===== config.mk =====
export PLATFORM = sky130hd
export DESIGN_NAME = d_ff_pipe_flat
export DESIGN_NICKNAME = d
export VERILOG_FILES = /design/src/rtl/d_ff_pipe_if.sv /design/src/rtl/d_ff_pipe.sv /design/src/flat_wrapper.sv
export SDC_FILE = /design/constraint.sdc
export NUM_CORES = 1
export LEC_CHECK = 0
export CORE_MARGIN = 5
export CORE_UTILIZATION = 30
export DETAILED_ROUTE_END_ITERATION = 12
export GPL_ROUTABILITY_DRIVEN = 0
export PLACE_DENSITY = 0.51
export SETUP_SLACK_MARGIN = 0.1
export SLEW_MARGIN = 40
export SYNTH_ARGS = -nofsm -noshare
export SYNTH_HDL_FRONTEND = slang
export SYNTH_SLANG_ARGS = --single-unit

===== constraint.sdc =====
create_clock -name clk -period 3.4 [get_ports clk]
set_clock_uncertainty 0.15 [all_clocks]
set_input_delay 0.34 -clock clk [delete_from_list [all_inputs] [get_ports clk]]
set_output_delay 0.34 -clock clk [all_outputs]
set_load 0.1 [all_outputs]

===== src/rtl/d_ff_pipe_if.sv =====
// Bus interface for the d_ff_pipe delay line: control, input data and the
// registered outputs. clk and reset stay outside as plain module ports.
interface d_ff_pipe_if #(
  parameter int WIDTH = 8,
  parameter int DEPTH = 4
);
  localparam int CW = $clog2(DEPTH + 1);

  logic             preset;
  logic             flush;
  logic             en;
  logic [WIDTH-1:0] d;
  logic             d_valid;
  logic [WIDTH-1:0] q;
  logic             q_valid;
  logic [CW-1:0]    fill_count;

  // Driver side: issues control and data, observes the pipeline outputs
  modport master (
    output preset, flush, en, d, d_valid,
    input  q, q_valid, fill_count
  );

  // Pipeline side: consumes control and data, produces registered outputs
  modport slave (
    input  preset, flush, en, d, d_valid,
    output q, q_valid, fill_count
  );
endinterface


===== src/rtl/d_ff_pipe.sv =====
// d_ff_pipe: WIDTH-bit, DEPTH-stage stallable register pipeline with per-stage
// valid bits, synchronous preset/flush and a registered occupancy counter.
// Edge priority while out of reset: preset > flush > en > hold.
module d_ff_pipe #(
  parameter int               WIDTH      = 8,
  parameter int               DEPTH      = 4,
  parameter logic [WIDTH-1:0] PRESET_VAL = {WIDTH{1'b1}}
) (
  input  logic          clk,
  input  logic          reset,
  d_ff_pipe_if.slave    bus
);

  localparam int            CW       = $clog2(DEPTH + 1);
  localparam logic [CW-1:0] FILL_MAX = CW'(DEPTH);
  localparam logic [CW-1:0] FILL_ONE = CW'(1);

  logic [WIDTH-1:0] s_q [DEPTH];
  logic [WIDTH-1:0] s_d [DEPTH];
  logic [DEPTH-1:0] v_q;
  logic [DEPTH-1:0] v_d;
  logic [CW-1:0]    fill_q;
  logic [CW-1:0]    fill_d;

  // Next-state selection for stage data, stage valids and the occupancy count
  always_comb begin
    for (int i = 0; i < DEPTH; i++) begin
      s_d[i] = s_q[i];
    end
    v_d    = v_q;
    fill_d = fill_q;

    if (bus.preset) begin
      for (int i = 0; i < DEPTH; i++) begin
        s_d[i] = PRESET_VAL;
      end
      v_d    = {DEPTH{1'b1}};
      fill_d = FILL_MAX;
    end else if (bus.flush) begin
      // Data is deliberately retained; only the qualifiers are dropped
      v_d    = {DEPTH{1'b0}};
      fill_d = {CW{1'b0}};
    end else if (bus.en) begin
      // Bubbles still move data so the shift path is independent of d_valid
      s_d[0] = bus.d;
      v_d[0] = bus.d_valid;
      for (int i = 1; i < DEPTH; i++) begin
        s_d[i] = s_q[i-1];
        v_d[i] = v_q[i-1];
      end
      // Count only moves when exactly one of entry/exit carries a valid word,
      // which keeps it inside 0..DEPTH by construction
      case ({bus.d_valid, v_q[DEPTH-1]})
        2'b10:   fill_d = fill_q + FILL_ONE;
        2'b01:   fill_d = fill_q - FILL_ONE;
        default: fill_d = fill_q;
      endcase
    end else begin
      // Stall: every register keeps its value
      v_d    = v_q;
      fill_d = fill_q;
    end
  end

  // State registers; reset clears in-flight data without waiting for an edge
  always_ff @(posedge clk or negedge reset) begin
    if (!reset) begin
      for (int i = 0; i < DEPTH; i++) begin
        s_q[i] <= {WIDTH{1'b0}};
      end
      v_q    <= {DEPTH{1'b0}};
      fill_q <= {CW{1'b0}};
    end else begin
      for (int i = 0; i < DEPTH; i++) begin
        s_q[i] <= s_d[i];
      end
      v_q    <= v_d;
      fill_q <= fill_d;
    end
  end

  assign bus.q          = s_q[DEPTH-1];
  assign bus.q_valid    = v_q[DEPTH-1];
  assign bus.fill_count = fill_q;

endmodule


===== src/flat_wrapper.sv =====
// flat-port wrapper written by rule: the top's interface ports become plain ports
module d_ff_pipe_flat 
#(
  parameter int               WIDTH      = 8,
  parameter int               DEPTH      = 4,
  parameter logic [WIDTH-1:0] PRESET_VAL = {WIDTH{1'b1}}
)
  (clk, reset, bus_preset, bus_flush, bus_en, bus_d, bus_d_valid, bus_q, bus_q_valid, bus_fill_count);
  d_ff_pipe_if #(.WIDTH(WIDTH), .DEPTH(DEPTH)) bus_i ();
  input  logic clk;
  input  logic reset;
  input wire logic [$bits(bus_i.preset)-1:0] bus_preset;
  input wire logic [$bits(bus_i.flush)-1:0] bus_flush;
  input wire logic [$bits(bus_i.en)-1:0] bus_en;
  input wire logic [$bits(bus_i.d)-1:0] bus_d;
  input wire logic [$bits(bus_i.d_valid)-1:0] bus_d_valid;
  output wire logic [$bits(bus_i.q)-1:0] bus_q;
  output wire logic [$bits(bus_i.q_valid)-1:0] bus_q_valid;
  output wire logic [$bits(bus_i.fill_count)-1:0] bus_fill_count;
  assign bus_i.preset = bus_preset;
  assign bus_i.flush = bus_flush;
  assign bus_i.en = bus_en;
  assign bus_i.d = bus_d;
  assign bus_i.d_valid = bus_d_valid;
  assign bus_q = bus_i.q;
  assign bus_q_valid = bus_i.q_valid;
  assign bus_fill_count = bus_i.fill_count;
  d_ff_pipe #(.WIDTH(WIDTH), .DEPTH(DEPTH), .PRESET_VAL(PRESET_VAL)) u_core (.clk(clk), .reset(reset), .bus(bus_i));
endmodule

[Word-level counts from Yosys, hierarchy flattened]
Cells that the tools add are included.
Operators by class
  add/sub/neg operators: 2
  equal/unequal tests: 3
  mux-type cells: 10
  reduce and logical (&&, ||, !) cells: 5
Operator list (count)
  32-bit 2-to-1 mux: 3
  4-bit 2-to-1 mux: 3
  3-bit 2-to-1 mux: 3
  3-bit one-hot mux with 2 select lines: 1
  2-bit AND reduction: 2
  4-bit nonzero test: 1
  3-bit by 1-bit adder with 3-bit output (second input constant): 1
  3-bit nonzero test: 1
  3-bit by 1-bit subtractor with 3-bit output (second input constant): 1
  2-bit by 1-bit equality test with 1-bit output (second input constant): 1
  2-bit equality test (second input constant): 1
  2-bit inequality test (second input constant): 1
  2-bit nonzero test: 1
Word-level totals
  flip-flop bits (word level): 39
  input port bits: 14
  logic and storage cells: 26

[Longest topological paths before layout]
  depth in word-level cells: 5
  mapped depth: 6

[Worst setup path after synthesis]
Ideal clock, no wire load.
  path kind: flip-flop to flip-flop
  from: reg u_core.v_q[3]
  to: reg u_core.fill_q[1], in the netlist u_core.bus.fill_count[1]
  setup time: 131 ps
  data arrival time: 1829 ps
  slack: 1290 ps
  stages on the path, launching flop included: 5
  clock period less this slack: 2110 ps
  cells stage by stage: dfrtp_1 -> ha_1 -> fa_1 -> mux2i_1 -> nor3_1
On the way
  cells in the longest elaborated chain, start to end: 5
Ends and longest elaborated chain
  start, declared: RTL line d_ff_pipe.sv:20  | logic [DEPTH-1:0] v_q;
  start signal, assigned: RTL line d_ff_pipe.sv:71  | v_q <= {DEPTH{1'b0}};
  start signal, assigned: RTL line d_ff_pipe.sv:77  | v_q <= v_d;
  2-bit by 1-bit equality test with 1-bit output or 2-bit equality test (tied branches): RTL line d_ff_pipe.sv:53  | case ({bus.d_valid, v_q[DEPTH-1]})
  3-bit one-hot mux with 2 select lines: RTL line d_ff_pipe.sv:53
  3-bit 2-to-1 mux: RTL line d_ff_pipe.sv:43  | end else if (bus.en) begin
  3-bit 2-to-1 mux: RTL line d_ff_pipe.sv:39  | end else if (bus.flush) begin
  3-bit 2-to-1 mux: RTL line d_ff_pipe.sv:33  | if (bus.preset) begin
  end signal, assigned: RTL line d_ff_pipe.sv:72  | fill_q <= {CW{1'b0}};
  end signal, assigned: RTL line d_ff_pipe.sv:78  | fill_q <= fill_d;
  end, declared: RTL line d_ff_pipe.sv:22  | logic [CW-1:0] fill_q;
Parallel ways exist; a longest one is shown, timed or not. The select of a mux whose other input is x is not followed.
A chain may end at the register's enable or synchronous reset.

[Worst setup path in the final report]
  from: in bus_en
  to: reg u_core.s_q (netlist bit u_core.bus.q[1])
On the way
  cells in the longest elaborated chain, start to end: 2
Ends and longest elaborated chain
  start, declared: RTL line flat_wrapper.sv:14  | input wire logic [$bits(bus_i.en)-1:0] bus_en;
  2-bit nonzero test (no source line)
  2-bit AND reduction (no source line)
  end signal, assigned by index: RTL line d_ff_pipe.sv:69  | s_q[i] <= {WIDTH{1'b0}};
  end signal, assigned by index: RTL line d_ff_pipe.sv:75  | s_q[i] <= s_d[i];
  end, declared: RTL line d_ff_pipe.sv:18  | logic [WIDTH-1:0] s_q [DEPTH];
No other way between the ends.

==> run metrics <==
Synth warnings 0; status completed; DR pass1 iterations 4; area leader, netlist dfrtp_1; Worst path max stage delay 700 ps; GRT Util Overall 0.0988; CP endpoint kind flip-flop; final setup vio count 0; Ports 26; Post-route DRC 0; max cap viols 0; VDD IR max 124 uV; Die W 88.6 um; DRT Wirelength 3330 um; H-tree depth 2; clock root buffer clkbuf_8; Synth cell types 19; final hold violations 0; first-pass GRT wire length 5920 um; count of non-filler cells in the finished layout 267; nets@finish 208; crit-path max FO 32; initial antenna violation count 0; asr flop ratio synth 1.00; worst-path cell chain clkdlybuf4s50_1 -> nor2b_4 -> nand2_1 -> nand3b_1; die area 7850 um^2; slowest CP cell clkdlybuf4s50_1; Fmax 524 MHz; Hold-fix buffers, CTS 1; Slew headroom 0.534; worst hold path class reg2reg; ranking of synthesized cells by area dfrtp_1 53%, nand2_1 13%, nand3b_1 13%; vias in the first global route 1,294; CTS sink cnt 39; ANT cells 0; post-CTS setup buffers 0; clk buf depth 2; Initial Util 0.311; Avg Inst Size Synth 10.3 um^2; ys flop type dfrtp_1; Final period util 0.562; fraction of layout cells with a size suffix above 1 0.125; Worst Path Arrival 1980 ps; HPWL Detailed 2080 um; syn nets 196; critical path required time 3470 ps; Worst Hold Slack 339 ps; Synth top area share 0.527; core area 5960 um^2; # rows 28; most common cell in the synthesized netlist nand2_1; Avg WL per Cell 12.5 um; vias 1,210; CTS tree done; Clock Latency Late Sink 290 ps; Mapped Cells 180; Post-synth EDFFs 0; Leak Pwr 0.912 nW; via density per instance 4.53; Setup crit start kind input port; Fillers 641; detailed router's first-iteration violation count 71; Crit Path Category in2reg; Total Negative Setup Slacks 0 ps; area of the mapped netlist 1850 um^2; FF+latch count, synth 39; total gr overflow 0; Seq/Total Area, Yosys 0.527; largest net degree at the start of global routing 40; antenna-violating nets left 0; pwr dens 489 nW/um^2; Num CTS Buffers 5; post_cts resized 0; Die Ht 88.6 um; minimum clock period 1910 ps; synthesis-to-layout area growth 10.7%; RSZ-0062 raised after global routing no; largest delay contributor family on the critical path simple AND/OR/NAND/NOR gates; Final Slew Violations 0; IO buf count 25; Worst Max-Slew Pin Slew 697 ps; list of most frequent post-synthesis cells 64 x nand2_1, 39 x dfrtp_1, 32 x nand3b_1, 10 x buf_6, 8 x buf_4; Clock transition at path regs 70 ps; worst path buffer plus inverter count 1; dpl cells 259
-- through the flow --
stage | instance area (um^2) | utilization | worst slack, ps | power [mW]
floorplan | 1850 | - | 1290 | 0.675
global placement | 2010 | 0.338 | 1210 | 0.713
detailed placement | 1950 | 0.328 | 1150 | 0.706
CTS | 2050 | 0.345 | 1460 | 1.03
global route | 2050 | 0.345 | 1330 | 1.06
finish | 2050 | 0.345 | 1490 | 1.00
-- per-layer routing --
layer	up-vias	part of all wire	GRT usage
met5	-	0	0
met4	0	0.0087	0.0495
met3	4	0.060	0.0317
met2	27	0.49	0.161
met1	585	0.44	0.117
li1	594	-	-
-- power by group --
group	switching, mW	internal [mW]	total (mW)
clock network	0.151	0.159	0.310
logic	0.128	0.0571	0.185
registers	0.0162	0.493	0.509
total	0.295	0.709	1.00
-- placed cells by master, fill, tap and decap left out, types with 2 or more instances in the layout --
master,Yosys,routed
clkdlybuf4s50_1,0,12
mux2i_1,5,5
buf_4,8,2
buf_2,0,12
inv_1,2,2
nor3_1,2,2
nand3b_1,32,32
clkbuf_8,0,6
xor2_1,2,2
o21bai_1,4,4
dfrtp_1,39,39
nand2_1,64,64
-- tightest hold or removal path, stage by stage, from the launching register on --
cell,delay [ps]
dfrtp_1,340
nand2_1,50
nand3b_1,70
-- registers in the layout, indices dropped and copies added, names as in the netlist --
register	count
u_core.s_q	24
u_core.bus.q	8
u_core.v_q	4
u_core.bus.fill_count	3
-- kinds of logic after synthesis --
logic type,after synthesis,synth area share
AND/OR/NAND/NOR,101,0.283
multiplexers,5,0.0270
flip-flops,39,0.527
XOR/XNOR,3,0.0142
AO/OA/AOI/OAI,6,0.0263
adder cells (fa/ha/maj),2,0.0176
buffers and inverters,24,0.105
-- area by class of cell --
type,instances,area [um^2],area share
tap,75,93.8,0.0457
clock inverter,1,5.00,0.00244
multi-input combinational,117,682,0.332
sequential,39,976,0.476
inverter,2,7.51,0.00366
timing repair buffer,27,205,0.100
clock buffer,6,82.6,0.0402
-- worst paths after layout --
check / startpoint / to / slack (ps) / cells after the start
max in group asynchronous: reset / u_core.s_q[11] / 2340 / 2
max reg2reg: u_core.v_q[3] / u_core.bus.fill_count[2] / 1820 / 4
min: u_core.bus.q[0] / u_core.bus.q[0] / 340 / 2
max: bus_en / u_core.bus.q[1] / 1490 / 4
min reg2reg: u_core.bus.q[0] / u_core.bus.q[0] / 340 / 2
min in group asynchronous: reset / u_core.s_q[17] / 420 / 2
Power figures use the tool's default switching activity.
==> edit 1 (config.mk and constraints unchanged) <==
`WIDTH` is set to 8 in 3 places; all go to 6.
--- a/src/rtl/d_ff_pipe_if.sv
+++ b/src/rtl/d_ff_pipe_if.sv
@@ -1,7 +1,7 @@
 // Bus interface for the d_ff_pipe delay line: control, input data and the
 // registered outputs. clk and reset stay outside as plain module ports.
 interface d_ff_pipe_if #(
-  parameter int WIDTH = 8,
+  parameter int WIDTH = 6,
   parameter int DEPTH = 4
 );
   localparam int CW = $clog2(DEPTH + 1);
--- a/src/rtl/d_ff_pipe.sv
+++ b/src/rtl/d_ff_pipe.sv
@@ -2,7 +2,7 @@
 // valid bits, synchronous preset/flush and a registered occupancy counter.
 // Edge priority while out of reset: preset > flush > en > hold.
 module d_ff_pipe #(
-  parameter int               WIDTH      = 8,
+  parameter int               WIDTH      = 6,
   parameter int               DEPTH      = 4,
   parameter logic [WIDTH-1:0] PRESET_VAL = {WIDTH{1'b1}}
 ) (
--- a/src/flat_wrapper.sv
+++ b/src/flat_wrapper.sv
@@ -1,7 +1,7 @@
 // flat-port wrapper written by rule: the top's interface ports become plain ports
 module d_ff_pipe_flat 
 #(
-  parameter int               WIDTH      = 8,
+  parameter int               WIDTH      = 6,
   parameter int               DEPTH      = 4,
   parameter logic [WIDTH-1:0] PRESET_VAL = {WIDTH{1'b1}}
 )
Interface: changed (resized bus_d and bus_q); port bits go from 26 to 22. No check against the original RTL was run, so the function may have changed too.
==> edit 1 against the original RTL <==
- global-route usage about the same
- worst hold slack got worse by 0.028 ns
- clock power decreased by 13%
- die area decreased by 20%
- design area decreased by 19%
- non-clock buffer count decreased by 3
- combinational power decreased by 17%
- wire length decreased by 18%
- sequential cell count decreased by 8
- worst setup slack got worse by 0.11 ns
- total power decreased by 17%
- area after synthesis decreased by 22%
==> edit 1: results <==
set metrics [dict create \
    grt_max_degree 32 \
    path_max_fanout 2 \
    syn_avg_cell_area_um2 10.0 \
    root_buffer "clkbuf_8" \
    nets 172 \
    slew_headroom_pct 67.3 \
    p_leak_uw 0.000745 \
    antenna_found_initial 0 \
    synth_common_cells "nand2_1, dfrtp_1, nand3b_1, buf_4, mux2i_1" \
    grt_usage_pct 9.86 \
    crit_arrival_ns 2.08 \
    grt_first_pass_wirelength_um 4750 \
    first_global_vias 1073 \
    avgViaCountPerCell 4.61 \
    max_stage_delay_ns 0.47 \
    hpwl_um 1810 \
    syn_nets 158 \
    ys_types 21 \
    dpl_worst_slack_ns 1.10 \
    clk_latency_ns 0.27 \
    peakVddDrop_v 0.000231 \
    clock_path_buffers 2 \
    drtIter0Drc 38 \
    hold_path.class "in -> async" \
    synthTopCellsByArea "dfrtp_1, nand2_1, nand3b_1, buf_4, mux2i_1" \
    routedWlPerCell_um 12.8 \
    place_inst 205 \
    vias 981 \
    h-tree-depth 2 \
    drive_gt1_share_pct 13.2 \
    outcome "finished, final reports clean" \
    yosysSeqAreaShare_pct 53.7 \
    largest_reg_flops 18 \
    place.port_buffers 21 \
]
==> edit 1: cell types whose count changed after synthesis, moves of 2 or more <==
cell      unedited run  this run
nand2_1             64        49
buf_6               10         1
dfrtp_1             39        31
nand3b_1            32        24
buf_2                0         4
nor2b_1              0         2
==> edit 1: metal layers <==
layer	track usage, %	up-vias	share of wire [%]
li1	-	484	-
met1	11.6	472	45
met2	15.2	21	48
met3	4.29	4	6.0
met4	5.15	0	0.92
met5	0	-	0
==> edit 1: critical path, delay by kind of cell <==
family | cells | cell delay (ns)
adders and majority gates | 2 | 0.60
buffers and inverters | 2 | 0.52
and+or+nand+nor | 2 | 0.48
xor gates and xnor gates | 1 | 0.15
==> edit 1: final timing paths <==
kind,from,endpoint,slack (ns),cells after the start
min reg2reg,u_core.bus.q[0]$_DFFE_PN0P_,u_core.bus.q[0]$_DFFE_PN0P_,0.34,2
max,bus_d_valid,u_core.bus.fill_count[2]$_DFFE_PN0P_,1.38,7
min,reset,u_core.bus.q[4]$_DFFE_PN0P_,0.31,2
min in group clk,u_core.bus.q[0]$_DFFE_PN0P_,u_core.bus.q[0]$_DFFE_PN0P_,0.34,2
max reg2reg,u_core.v_q[3]$_DFFE_PN0P_,u_core.bus.fill_count[2]$_DFFE_PN0P_,1.53,5
max in group asynchronous,reset,u_core.s_q[19]$_DFFE_PN0P_,2.49,2
==> edit 1: area by class of cell <==
class	count	area [µm²]
Sequential cell	31	776
Tap cell	54	67.6
Timing Repair Buffer	24	181
Clock inverter	1	5.00
Fill cell	493	3030
Multi-Input combinational cell	95	554
Inverter	1	3.75
Clock buffer	7	76.3
==> edit 1: kinds of logic after synthesis <==
logic type,Yosys count,synth area share (%)
DFF,31,53.7
AOI/OAI and AO/OA,5,2.43
buffers and inverters,18,7.88
adders and majority gates,2,2.25
muxes,5,3.47
and+or+nand+nor,81,29.0
xor gates and xnor gates,2,1.21
==> edit 1: through the flow <==
step                      power, µW  util [%]  area, µm²
after detailed placement        569      33.8       1590
after floorplan                 534         -       1440
final                           829      35.5       1660
after CTS                       845      35.6       1670
after global routing            874      35.5       1660
after global placement          572      34.7       1630
==> edit 1: where the power goes <==
group          switching (µW)  internal (µW)
Clock                     127            143
Sequential               13.1            392
Combinational             106           48.0
==> edit 2 (same flow settings) <==
Made on the original files. Reset style: synchronous (`reset`), changed in one clocked block.
--- a/src/rtl/d_ff_pipe.sv
+++ b/src/rtl/d_ff_pipe.sv
@@ -63,7 +63,7 @@
   end
 
   // State registers; reset clears in-flight data without waiting for an edge
-  always_ff @(posedge clk or negedge reset) begin
+  always_ff @(posedge clk) begin
     if (!reset) begin
       for (int i = 0; i < DEPTH; i++) begin
         s_q[i] <= {WIDTH{1'b0}};
Function: differs if reset is asserted again (counterexample within 4 cycles, from zero or initial values and one cycle with reset low); with reset held inactive, the same outputs for 10 cycles.
==> edit 2 against the original RTL <==
- combinational power up 24%
- sequential cell count unchanged
- critical path depth up 1
- worst setup slack worse by 0.28 ns
- design area up 3.0%
- final cell count down 6.7%
- global-route usage down 1.0 points
- total power up 3.5%
- wire length down 1.3%
- area after synthesis up 2.2%
- sequential share of layout area down 11 points
- critical path type unchanged
==> edit 2: results <==
set metrics [dict create \
    buffer_area_share_pct 10.1 \
    routedWlPerCell_um 13.2 \
    slew_headroom_pct 63.0 \
    reg2regPathDepth 6 \
    place_area_um2 2030 \
    peakVddDrop_v 0.000246 \
    sh_seq_area_pct 36.9 \
    area_delta_synth_final_pct 11.6 \
    synth-compound-area-share_pct 15.1 \
    outcome "finished, final reports clean" \
    dpl_worst_slack_ns 0.904 \
    synthAdderAreaFrac_pct 1.72 \
    met3_usage_pct 4.24 \
    synthMostInstantiatedCell "dfxtp_1" \
    dieArea_um2 8000 \
    syn_nets 173 \
    multiInputGateArea_um2 925 \
    seq_cell_power_uw 511 \
    power_clock_uw 299 \
    gr-usage-met1_pct 8.79 \
    multi_input_cells 93 \
    nNonClkInverters 4 \
    ys_types 22 \
    drive_gt1_share_pct 32.6 \
    max_stage_delay_ns 0.64 \
    clkCellAreaFrac_pct 3.97 \
    comb_cell_power_uw 229 \
    switchingPower_uw 305 \
    avgViaCountPerCell 4.58 \
    grt_usage_pct 8.86 \
    worst_path_max_delay_cell "clkdlybuf4s50_1" \
    crit_family "buffers and inverters" \
    syn-instance-count 157 \
    synth_common_cells "dfxtp_1, o21a_1, mux2_4" \
    wl_met1_um 1310 \
    async_flop_share_pct 0 \
    drtIter0Drc 32 \
    path_max_fanout 32 \
    place_inst 241 \
    crit_arrival_ns 2.22 \
    synth_xor_area_share_pct 0.925 \
    first_global_vias 1193 \
    use_met2_pct 16.6 \
    hpwl_um 2230 \
    p_leak_uw 0.000894 \
    fill_cells 631 \
    synthTopCellsByArea "dfxtp_1, mux2_4, o21a_1, buf_12, buf_4" \
    nets 187 \
    met2_length_um 1700 \
    grt_max_degree 41 \
    wl_met3_um 238 \
    cts.clk_slew.worst_paths_ns 0.07 \
    post_synth_mux_area_share_pct 27.1 \
    stdcell_count 249 \
]
[edit 2: cell count changes in the layout (fill, tap and decap cells not counted), sizes merged, moves of 2 or more]
cell    before  now
o21a         0   36
nand2       64    2
dfxtp        0   39
xor2         2    0
inv          2    4
nor3         2    0
dfrtp       39    0
nand3b      32    1
mux2         0   32
nor2         0    8
o21bai       4    0
clkinv       1    3
nand2b       2    0
[edit 2: path summary, 6_finish.rpt]
kind	slack (ns)	end	start
setup reg to reg	1.74	u_core.bus.fill_count[2]$_SDFFE_PN0P_	u_core.v_q[3]$_SDFFE_PN0P_
hold reg to reg	0.39	u_core.bus.fill_count[1]$_SDFFE_PP0P_	u_core.bus.fill_count[1]$_SDFFE_PP0P_
hold / removal	0.39	u_core.bus.fill_count[1]$_SDFFE_PP0P_	u_core.bus.fill_count[1]$_SDFFE_PP0P_
setup / recovery	1.21	u_core.s_q[0][14]$_SDFFE_PN0P_	bus_en
